`config.mk`:
```
export PLATFORM = sky130hd
export DESIGN_NAME = serial_tx
export DESIGN_NICKNAME = d
export VERILOG_FILES = /design/src/rtl/serial_tx_pkg.sv /design/src/rtl/serial_tx_bit.sv /design/src/rtl/serial_tx.sv
export SDC_FILE = /design/constraint.sdc
export NUM_CORES = 1
export LEC_CHECK = 0
export CAP_MARGIN = 20
export CELL_PAD_IN_SITES_DETAIL_PLACEMENT = 1
export CELL_PAD_IN_SITES_GLOBAL_PLACEMENT = 1
export CORE_MARGIN = 2
export CORE_UTILIZATION = 37
export DETAILED_ROUTE_END_ITERATION = 10
export MAX_ROUTING_LAYER = met4
export PLACE_DENSITY_LB_ADDON = 0.3
export SLEW_MARGIN = 20
export SYNTH_ARGS = -nofsm -noshare
export SYNTH_HDL_FRONTEND = slang
export SYNTH_SLANG_ARGS = --single-unit
```
`constraint.sdc`:
```
create_clock -name clk -period 2.05 [get_ports clk]
set_input_delay 0.41 -clock clk [delete_from_list [all_inputs] [get_ports clk]]
set_output_delay 0.41 -clock clk [all_outputs]
set_load 0.01 [all_outputs]
```
`src/rtl/serial_tx_pkg.sv`:
```
// Shared types and width helpers for the serial_tx transmitter and its bit timer.
package serial_tx_pkg;

  typedef enum logic [1:0] {
    IDLE  = 2'd0,
    START = 2'd1,
    DATA  = 2'd2,
    STOP  = 2'd3
  } tx_state_t;

  localparam int MIN_CNT_WIDTH = 1;

  // Counter width for values 0..count-1, never narrower than one bit.
  function automatic int cnt_width(input int count);
    int w;
    w = $clog2(count);
    if (w < MIN_CNT_WIDTH) begin
      w = MIN_CNT_WIDTH;
    end else begin
      w = w;
    end
    return w;
  endfunction

endpackage

```
`src/rtl/serial_tx_bit.sv`:
```
// Bit-period timer: counts 0..CLKS_PER_BIT-1 and flags the last cycle of each line bit.
module bit_timer
  import serial_tx_pkg::*;
#(
  parameter int CLKS_PER_BIT = 4
) (
  input  logic clk,
  input  logic rst,
  input  logic en,
  input  logic restart,
  output logic tick
);

  localparam int CW = cnt_width(CLKS_PER_BIT);
  localparam logic [CW-1:0] CNT_LAST = CW'(CLKS_PER_BIT - 1);
  localparam logic [CW-1:0] CNT_ONE  = CW'(1);

  logic [CW-1:0] cnt_r;

  // Cycle counter; restart pins it at zero so a new bit always starts a full period.
  always_ff @(posedge clk) begin
    if (rst) begin
      cnt_r <= '0;
    end else if (en) begin
      if (restart || (cnt_r == CNT_LAST)) begin
        cnt_r <= '0;
      end else begin
        cnt_r <= cnt_r + CNT_ONE;
      end
    end else begin
      cnt_r <= cnt_r;
    end
  end

  assign tick = (cnt_r == CNT_LAST);

endmodule

```
`src/rtl/serial_tx.sv`:
```
// UART-style parallel-to-serial transmitter: start 0, N data bits LSB first, stop 1.
module serial_tx
  import serial_tx_pkg::*;
#(
  parameter int N            = 8,
  parameter int CLKS_PER_BIT = 4
) (
  input  logic         clk,
  input  logic         rst,
  input  logic         en,
  input  logic [N-1:0] tx_data,
  input  logic         tx_valid,
  output logic         tx_ready,
  output logic         tx,
  output logic         busy,
  output logic         done
);

  localparam int IW = cnt_width(N);
  localparam logic [IW-1:0] IDX_LAST = IW'(N - 1);
  localparam logic [IW-1:0] IDX_ONE  = IW'(1);

  tx_state_t     state_r, state_s;
  logic [N-1:0]  shift_r, shift_s;
  logic [IW-1:0] idx_r, idx_s;
  logic          tx_s;
  logic          done_s;
  logic          tick_s;
  logic          accept_s;
  logic          timer_restart_s;

  assign tx_ready        = (state_r == IDLE) & en & ~rst;
  assign accept_s        = tx_valid & tx_ready;
  assign busy            = (state_r != IDLE);
  assign timer_restart_s = (state_r == IDLE);

  bit_timer #(
    .CLKS_PER_BIT(CLKS_PER_BIT)
  ) u_bit_timer (
    .clk    (clk),
    .rst    (rst),
    .en     (en),
    .restart(timer_restart_s),
    .tick   (tick_s)
  );

  // Next-state, next line value, shifter and bit index.
  always_comb begin
    state_s = state_r;
    shift_s = shift_r;
    idx_s   = idx_r;
    tx_s    = tx;
    done_s  = 1'b0;
    case (state_r)
      IDLE: begin
        tx_s = 1'b1;
        if (accept_s) begin
          state_s = START;
          shift_s = tx_data;
          idx_s   = '0;
          tx_s    = 1'b0;
        end else begin
          state_s = IDLE;
        end
      end
      START: begin
        if (tick_s) begin
          state_s = DATA;
          tx_s    = shift_r[0];
          shift_s = shift_r >> 1'b1;
        end else begin
          state_s = START;
        end
      end
      DATA: begin
        // The line already shows bit idx; on wrap either present the next bit or the stop bit.
        if (tick_s) begin
          if (idx_r == IDX_LAST) begin
            state_s = STOP;
            tx_s    = 1'b1;
          end else begin
            idx_s   = idx_r + IDX_ONE;
            tx_s    = shift_r[0];
            shift_s = shift_r >> 1'b1;
          end
        end else begin
          state_s = DATA;
        end
      end
      STOP: begin
        tx_s = 1'b1;
        if (tick_s) begin
          state_s = IDLE;
          done_s  = 1'b1;
        end else begin
          state_s = STOP;
        end
      end
      default: begin
        state_s = IDLE;
        tx_s    = 1'b1;
      end
    endcase
  end

  // State and datapath registers; en low freezes everything including a pending done.
  always_ff @(posedge clk) begin
    if (rst) begin
      state_r <= IDLE;
      shift_r <= '0;
      idx_r   <= '0;
      tx      <= 1'b1;
      done    <= 1'b0;
    end else if (en) begin
      state_r <= state_s;
      shift_r <= shift_s;
      idx_r   <= idx_s;
      tx      <= tx_s;
      done    <= done_s;
    end else begin
      state_r <= state_r;
      shift_r <= shift_r;
      idx_r   <= idx_r;
      tx      <= tx;
      done    <= done;
    end
  end

endmodule

```
======== Yosys cells after proc, flatten, opt, wreduce, memory -nomap -nowiden ========
Index checks and enable logic that the tools add are counted.
cells by class
  reductions and logical operators ........ 9
  add/subtract/negate cells ............... 2
  bitwise operators ....................... 4
  multiplexer cells ....................... 23
  eq/ne operators ......................... 10
operators with widths
  operator               number
  $mux W8                4
  $pmux W8 S3            1
  $mux W2                5
  $mux W3                3
  $ne A2 B2 Y1 const B   4
  $pmux W2 S4            1
  $mux W1                7
  $eq A2 B2 Y1 const B   3
  $pmux W3 S2            1
  $reduce_and A6 Y1      1
  $reduce_and A5 Y1      1
  $pmux W1 S4            1
  $reduce_bool A2 Y1     2
  $add A3 B1 Y3 const B  1
  $and A1 B1 Y1          3
  $eq A3 B3 Y1 const B   1
  $ne A3 B3 Y1 const B   1
  $reduce_and A3 Y1      1
  $reduce_bool A3 Y1     1
  $add A2 B1 Y2 const B  1
  $eq A2 B1 Y1 const B   1
  $logic_not A2 Y1       1
  $reduce_and A2 Y1      1
  $logic_or A1 B1 Y1     1
  $not A1 Y1             1
storage, ports and cells
  word-level logic and storage cells ...... 54
  input port bits ......................... 12
  output and inout bits ................... 4
  register bits ........................... 17

======== Longest topological paths before layout ========
Gate-level depths: netlist of run 1.
  depth in word-level cells ............... 6
  mapped depth ............................ 7

======== Cells and area by module ========
From an unflattened synthesis of run 1, not the netlist that was laid out.
unflattened totals
  cells, all modules ...................... 108
  area total of the unflattened synthesis .. 1,017.2 um^2
modules (own cells, without submodules)
  module     instances  area each (um^2)  cells each
  serial_tx  1          919.6             99
  bit_timer  1          97.6              9

======== Worst setup path before layout of run 1 ========
No wires, ideal clock.
  kind .................................... flip-flop to flip-flop
  start point ............................. register idx_r[0]
  end point ............................... register shift_r[7]
  library setup time ...................... 0.116 ns
  data required time ...................... 1.934 ns
  arrival time ............................ 1.418 ns
  path slack .............................. 0.516 ns
  buffers on the path ..................... 1
  cell stages (with the launch flop) ...... 8
  path through ............................ dfxtp_1 > ha_1 > ha_1 > nand3b_2 > o21ai_4 > buf_6 > a21oi_1 > a41o_1
between the ends
  word-level cells in the longest chain between the ends .. 3
RTL lines
  what                         RTL line          source
  from (decl)                  serial_tx.sv:25   logic [IW-1:0] idx_r, idx_s;
  from (signal assigned)       serial_tx.sv:117  idx_r <= idx_s;
  from (signal assigned)       serial_tx.sv:123  idx_r <= idx_r;
  $eq A3 B3 Y1                 serial_tx.sv:78   if (idx_r == IDX_LAST) begin
  $ne A2 B2 Y1 (no line)       n/a
  $reduce_and A6 Y1 (no line)  n/a
  to (signal assigned)         serial_tx.sv:116  shift_r <= shift_s;
  to (signal assigned)         serial_tx.sv:122  shift_r <= shift_r;
  to (decl)                    serial_tx.sv:24   logic [N-1:0] shift_r, shift_s;
Every way passes these cells.
A chain may end at the register's enable or synchronous reset.

======== Worst setup path after layout of run 1 ========
  start point ............................. register state_r[0]
  end point ............................... output busy
between the ends
  word-level cells in the longest chain between the ends .. 1
RTL lines
  what                    RTL line          source
  from (decl)             serial_tx.sv:23   tx_state_t state_r, state_s;
  from (signal assigned)  serial_tx.sv:115  state_r <= state_s;
  from (signal assigned)  serial_tx.sv:121  state_r <= state_r;
  $reduce_bool A2 Y1      serial_tx.sv:34   assign busy = (state_r != IDLE);
  to (decl)               serial_tx.sv:15   output logic busy,
Every way passes these cells.

==> summary.log, run 1 <==
INFO  run_status     outcome=finished, final reports clean
INFO  global_routing groute.usage.overall=0.149
INFO  critical_path  r2r_end=shift_r[0]$_SDFFE_PP0P_
INFO  place          post-dp-hpwl=1720µm
INFO  timing         transition_time_at_the_pin_with_the_least_slew_margin=0.415ns
INFO  clock_network  clock_path_buffers=2
INFO  global_routing global_route.overflow_total=0
INFO  logic_synthesis postSynthRegisterBits=17
INFO  timing         final_period_minus_worst_setup_slack=1.83ns
INFO  global_routing antenna_violations_before_repair=0
INFO  timing         timing.max_slew.rel_slack=0.722
INFO  die            die_area=3280µm²
INFO  logic_synthesis seq_area_frac_synth=0.325
INFO  critical_path  crit_fanout=6
INFO  logic_synthesis syn-mean-instance-area=9.62µm²
INFO  timing         finalHoldViolCount=0
INFO  job            maxCapViolCount=0
INFO  power          total_switching_power=184µW
INFO  logic_synthesis ys_top_cells_by_area=dfxtp_1 32%, ha_1 9.5%, mux2i_1 9.5%
INFO  critical_path  crit_required=1.64ns
INFO  timing         setup-tns-final=0ns
INFO  route          post-route-drc-count=0
INFO  critical_path  timing.reg2reg.worst_path_depth=7
INFO  clock_network  tritoncts=yes
INFO  clock_network  numCtsBuffers=3
INFO  route          via_per_inst=5.37
INFO  route          drt.antenna.violating_nets=0
INFO  finish         design_area=1250µm²
INFO  place          place.port_buffers=15
INFO  clock_network  clk_pin_slew_worst_paths=0.11ns
INFO  timing         postLayoutSetupSlackWorst=0.217ns
INFO  timing         max_clock_freq=0.546GHz
INFO  die            fp.dieH=57.2µm
INFO  place          place_ws=-0.00959ns
INFO  die            core.rowCount=19
INFO  logic_synthesis syn-cell-area=1050µm²
INFO  power          fraction_of_power_spent_switching_nets=0.274
INFO  power          power_per_cell_area=537nW/µm²
INFO  global_routing first_global_vias=876
INFO  die            i_o_pin_count=16
INFO  logic_synthesis yosys_warnings=0
INFO  place          dpl_cell_area=1220µm²
INFO  logic_synthesis netlist.area_leader.share=0.325
INFO  power          power.static_leakage=0.486nW
INFO  clock_network  htree_num_levels=1
INFO  hold_path      timing.hold.worst_path_depth=2
INFO  route          detail_route.wirelength=2120µm
INFO  timing         setup_violations=0
INFO  route          routedWlPerCell=13.4µm
INFO  critical_path  r2r_setup_slack=0.33ns
INFO  finish         final_net_count=148
INFO  route          drt_first_pass_iters=2
INFO  logic_synthesis postSynthCellCount=109
INFO  power          power.internal=488µW
INFO  clock_network  clkLatencyLatePin=0.29ns
INFO  power          share_seq_of_total_power=0.525
INFO  power          finalPower=672µW
INFO  finish         fin_cells=158
INFO  hold_path      timing.hold.worst_endpoint=idx_r[2]$_SDFFE_PP0P_
INFO  timing         worst_clock_skew=0.00788ns
INFO  finish         mostFrequentLayoutCell=dfxtp_1
INFO  critical_path  cp_cell_sequence=inv_1 > ha_1 > buf_4 > inv_1 > dlygate4sd2_1
INFO  global_routing grt_pass1_wl=3690µm
INFO  finish         most_frequent_cells_in_the_layout=15 x dfxtp_1, 14 x a21oi_1, 13 x clkdlybuf4s50_1
INFO  route          num_vias=848
INFO  clock_network  clock-root-buffer=clkbuf_4
INFO  clock_network  numClockSinks=17
INFO  timing         final_min_period_over_clock_period=0.894
INFO  place          place.detailed.instances=154
INFO  timing         finalMaxSlewViolations=0
INFO  critical_path  end_kind=output port
INFO  power          worst_ir_drop_vdd=0.319mV
INFO  hold_path      holdCritPathClass=reg -> reg
INFO  critical_path  cpMostUsedCell=inv_1
INFO  logic_synthesis synth_nets=129
INFO  logic_synthesis yosys.cell_types.count=32
INFO  clock_network  post_cts_setup_driven_buffer_insertion_count=0
INFO  hold_path      holdCritStartpoint=idx_r[2]$_SDFFE_PP0P_
INFO  global_routing grt_start_max_net_pins=18
INFO  route          drt_iter0_drc=16
INFO  timing         rsz0062_at_grt=false
INFO  critical_path  cp_buf_inv_count=4
INFO  die            initial_utilization=0.384
INFO  power          combPwrFrac=0.201
INFO  finish         layout-area-overhead-vs-synth=19.3%
INFO  logic_synthesis synth_largest_area_cell=dfxtp_1
INFO  critical_path  cp-start-kind=flop
INFO  die            die_width=57.2µm
INFO  critical_path  path_delay_family=buffers and inverters
INFO  power          pwr-share-clk=0.274
INFO  die            core=2730µm²
INFO  critical_path  critical_path_arrival=1.42ns
INFO  finish         number_of_antenna_diodes=0
INFO  critical_path  path_class=reg -> out
INFO  critical_path  critical_path.max_stage_delay=0.36ns
INFO  critical_path  regToRegStartpoint=state_r[0]$_SDFFE_PP0P_
INFO  place          routability_congestion_estimate=0.769
INFO  critical_path  critPathSlowestCell=dfxtp_2
INFO  finish         post_route_cells_drive_above_1_share=0.150
## timing repair
action	4_1_cts	5_1_grt
endpoints found under the setup margin	2	0
hold buffers	0	0
resized for setup	4	0
## through the flow
step / hold WS (ns) / utilization
after detailed placement: 0.474 / 0.448
after global placement: 0.455 / 0.448
after CTS: 0.492 / 0.458
after floorplan: 0.447 / -
final: 0.485 / 0.458
after global routing: 0.508 / 0.458
## sequential cells by signal (all words and copies together), names as in the netlist
signal / count
done: 1
idx_r: 3
shift_r: 8
state_r: 2
tx: 1
u_bit_timer.cnt_r: 2
## worst min-delay path, delay by kind of cell, from the launching register on
family,cells,cell delay [ns]
DFF,1,0.33
AOI/OAI and AO/OA,1,0.07
buffers and inverters,1,0.05
## synth_stat cells
library cell   n
dfxtp_1       17
a21oi_1       14
mux2i_1       10
ha_1           8
nand2b_1       8
a311oi_1       6
inv_1          6
buf_6          5
nor2_1         5
nor3_1         3
a211oi_1       2
and3b_1        2
buf_4          2
nand3_1        2
o32ai_1        2
a21boi_2       1
a21oi_2        1
a311oi_2       1
a41o_1         1
and2b_1        1
and3_1         1
nand2_1        1
nand2b_4       1
nand3b_1       1
nand3b_2       1
o21ai_0        1
o21ai_1        1
o21ai_4        1
o22ai_1        1
o31ai_1        1
or2_1          1
or2_2          1
## power by group through the flow
stage | registers [mW] | clock network, mW | logic, mW
6_report | 0.353 | 0.184 | 0.135
5_1_grt | 0.355 | 0.214 | 0.149
3_3_place_gp | 0.359 | 0 | 0.135
4_1_cts | 0.353 | 0.197 | 0.138
3_5_place_dp | 0.360 | 0 | 0.139
2_1_floorplan | 0.359 | 0 | 0.0926
## cell families (layout without fill, tap and decap cells)
| group | Yosys count | in the layout | synth area share |
|---|---|---|---|
| AOI/OAI and AO/OA | 33 | 33 | 0.229 |
| adders and majority gates | 8 | 8 | 0.0955 |
| buffers and inverters | 13 | 31 | 0.0895 |
| DFF | 17 | 17 | 0.325 |
| muxes | 10 | 10 | 0.0955 |
| and+or+nand+nor | 28 | 28 | 0.166 |
## worst max-delay path by stage
| stage | start | to | slack (ns) | depth (start not counted) |
|---|---|---|---|---|
| 2_1_floorplan | idx_r[0]$_SDFFE_PP0P_ | shift_r[7]$_SDFFE_PP0P_ | 0.52 | 7 |
| 3_3_place_gp | rst | tx_ready | 0.005 | 3 |
| 3_5_place_dp | rst | tx_ready | -0.01 | 3 |
| 4_1_cts | state_r[0]$_SDFFE_PP0P_ | busy | 0.19 | 5 |
| 5_1_grt | state_r[0]$_SDFFE_PP0P_ | busy | 0.11 | 5 |
| 6_report | state_r[0]$_SDFFE_PP0P_ | busy | 0.22 | 5 |
## metal layers
layer | vias up | part of all wire | global-route usage
li1 | 433 | - | -
met3 | 2 | 0.030 | 0.0272
met5 | - | 0 | -
met1 | 402 | 0.45 | 0.159
met2 | 11 | 0.51 | 0.268
met4 | 0 | 0.0061 | 0.0598
## area by class of cell
type,instances,area (µm²)
fill,314,1480
tap,31,38.8
multi-input combinational,79,614
clock buffer,3,22.5
sequential,17,343
clock inverter,1,5.00
timing repair buffer,21,205
inverter,6,22.5
Power figures use the tool's default switching activity.
==> run 2, diff against run 1 <==
Settings changed: ABC_AREA from default to 0, CAP_MARGIN 20 to default.
==> results of run 2 <==
Same layout as run 1: the final DEF is identical, and so are final timing and power.
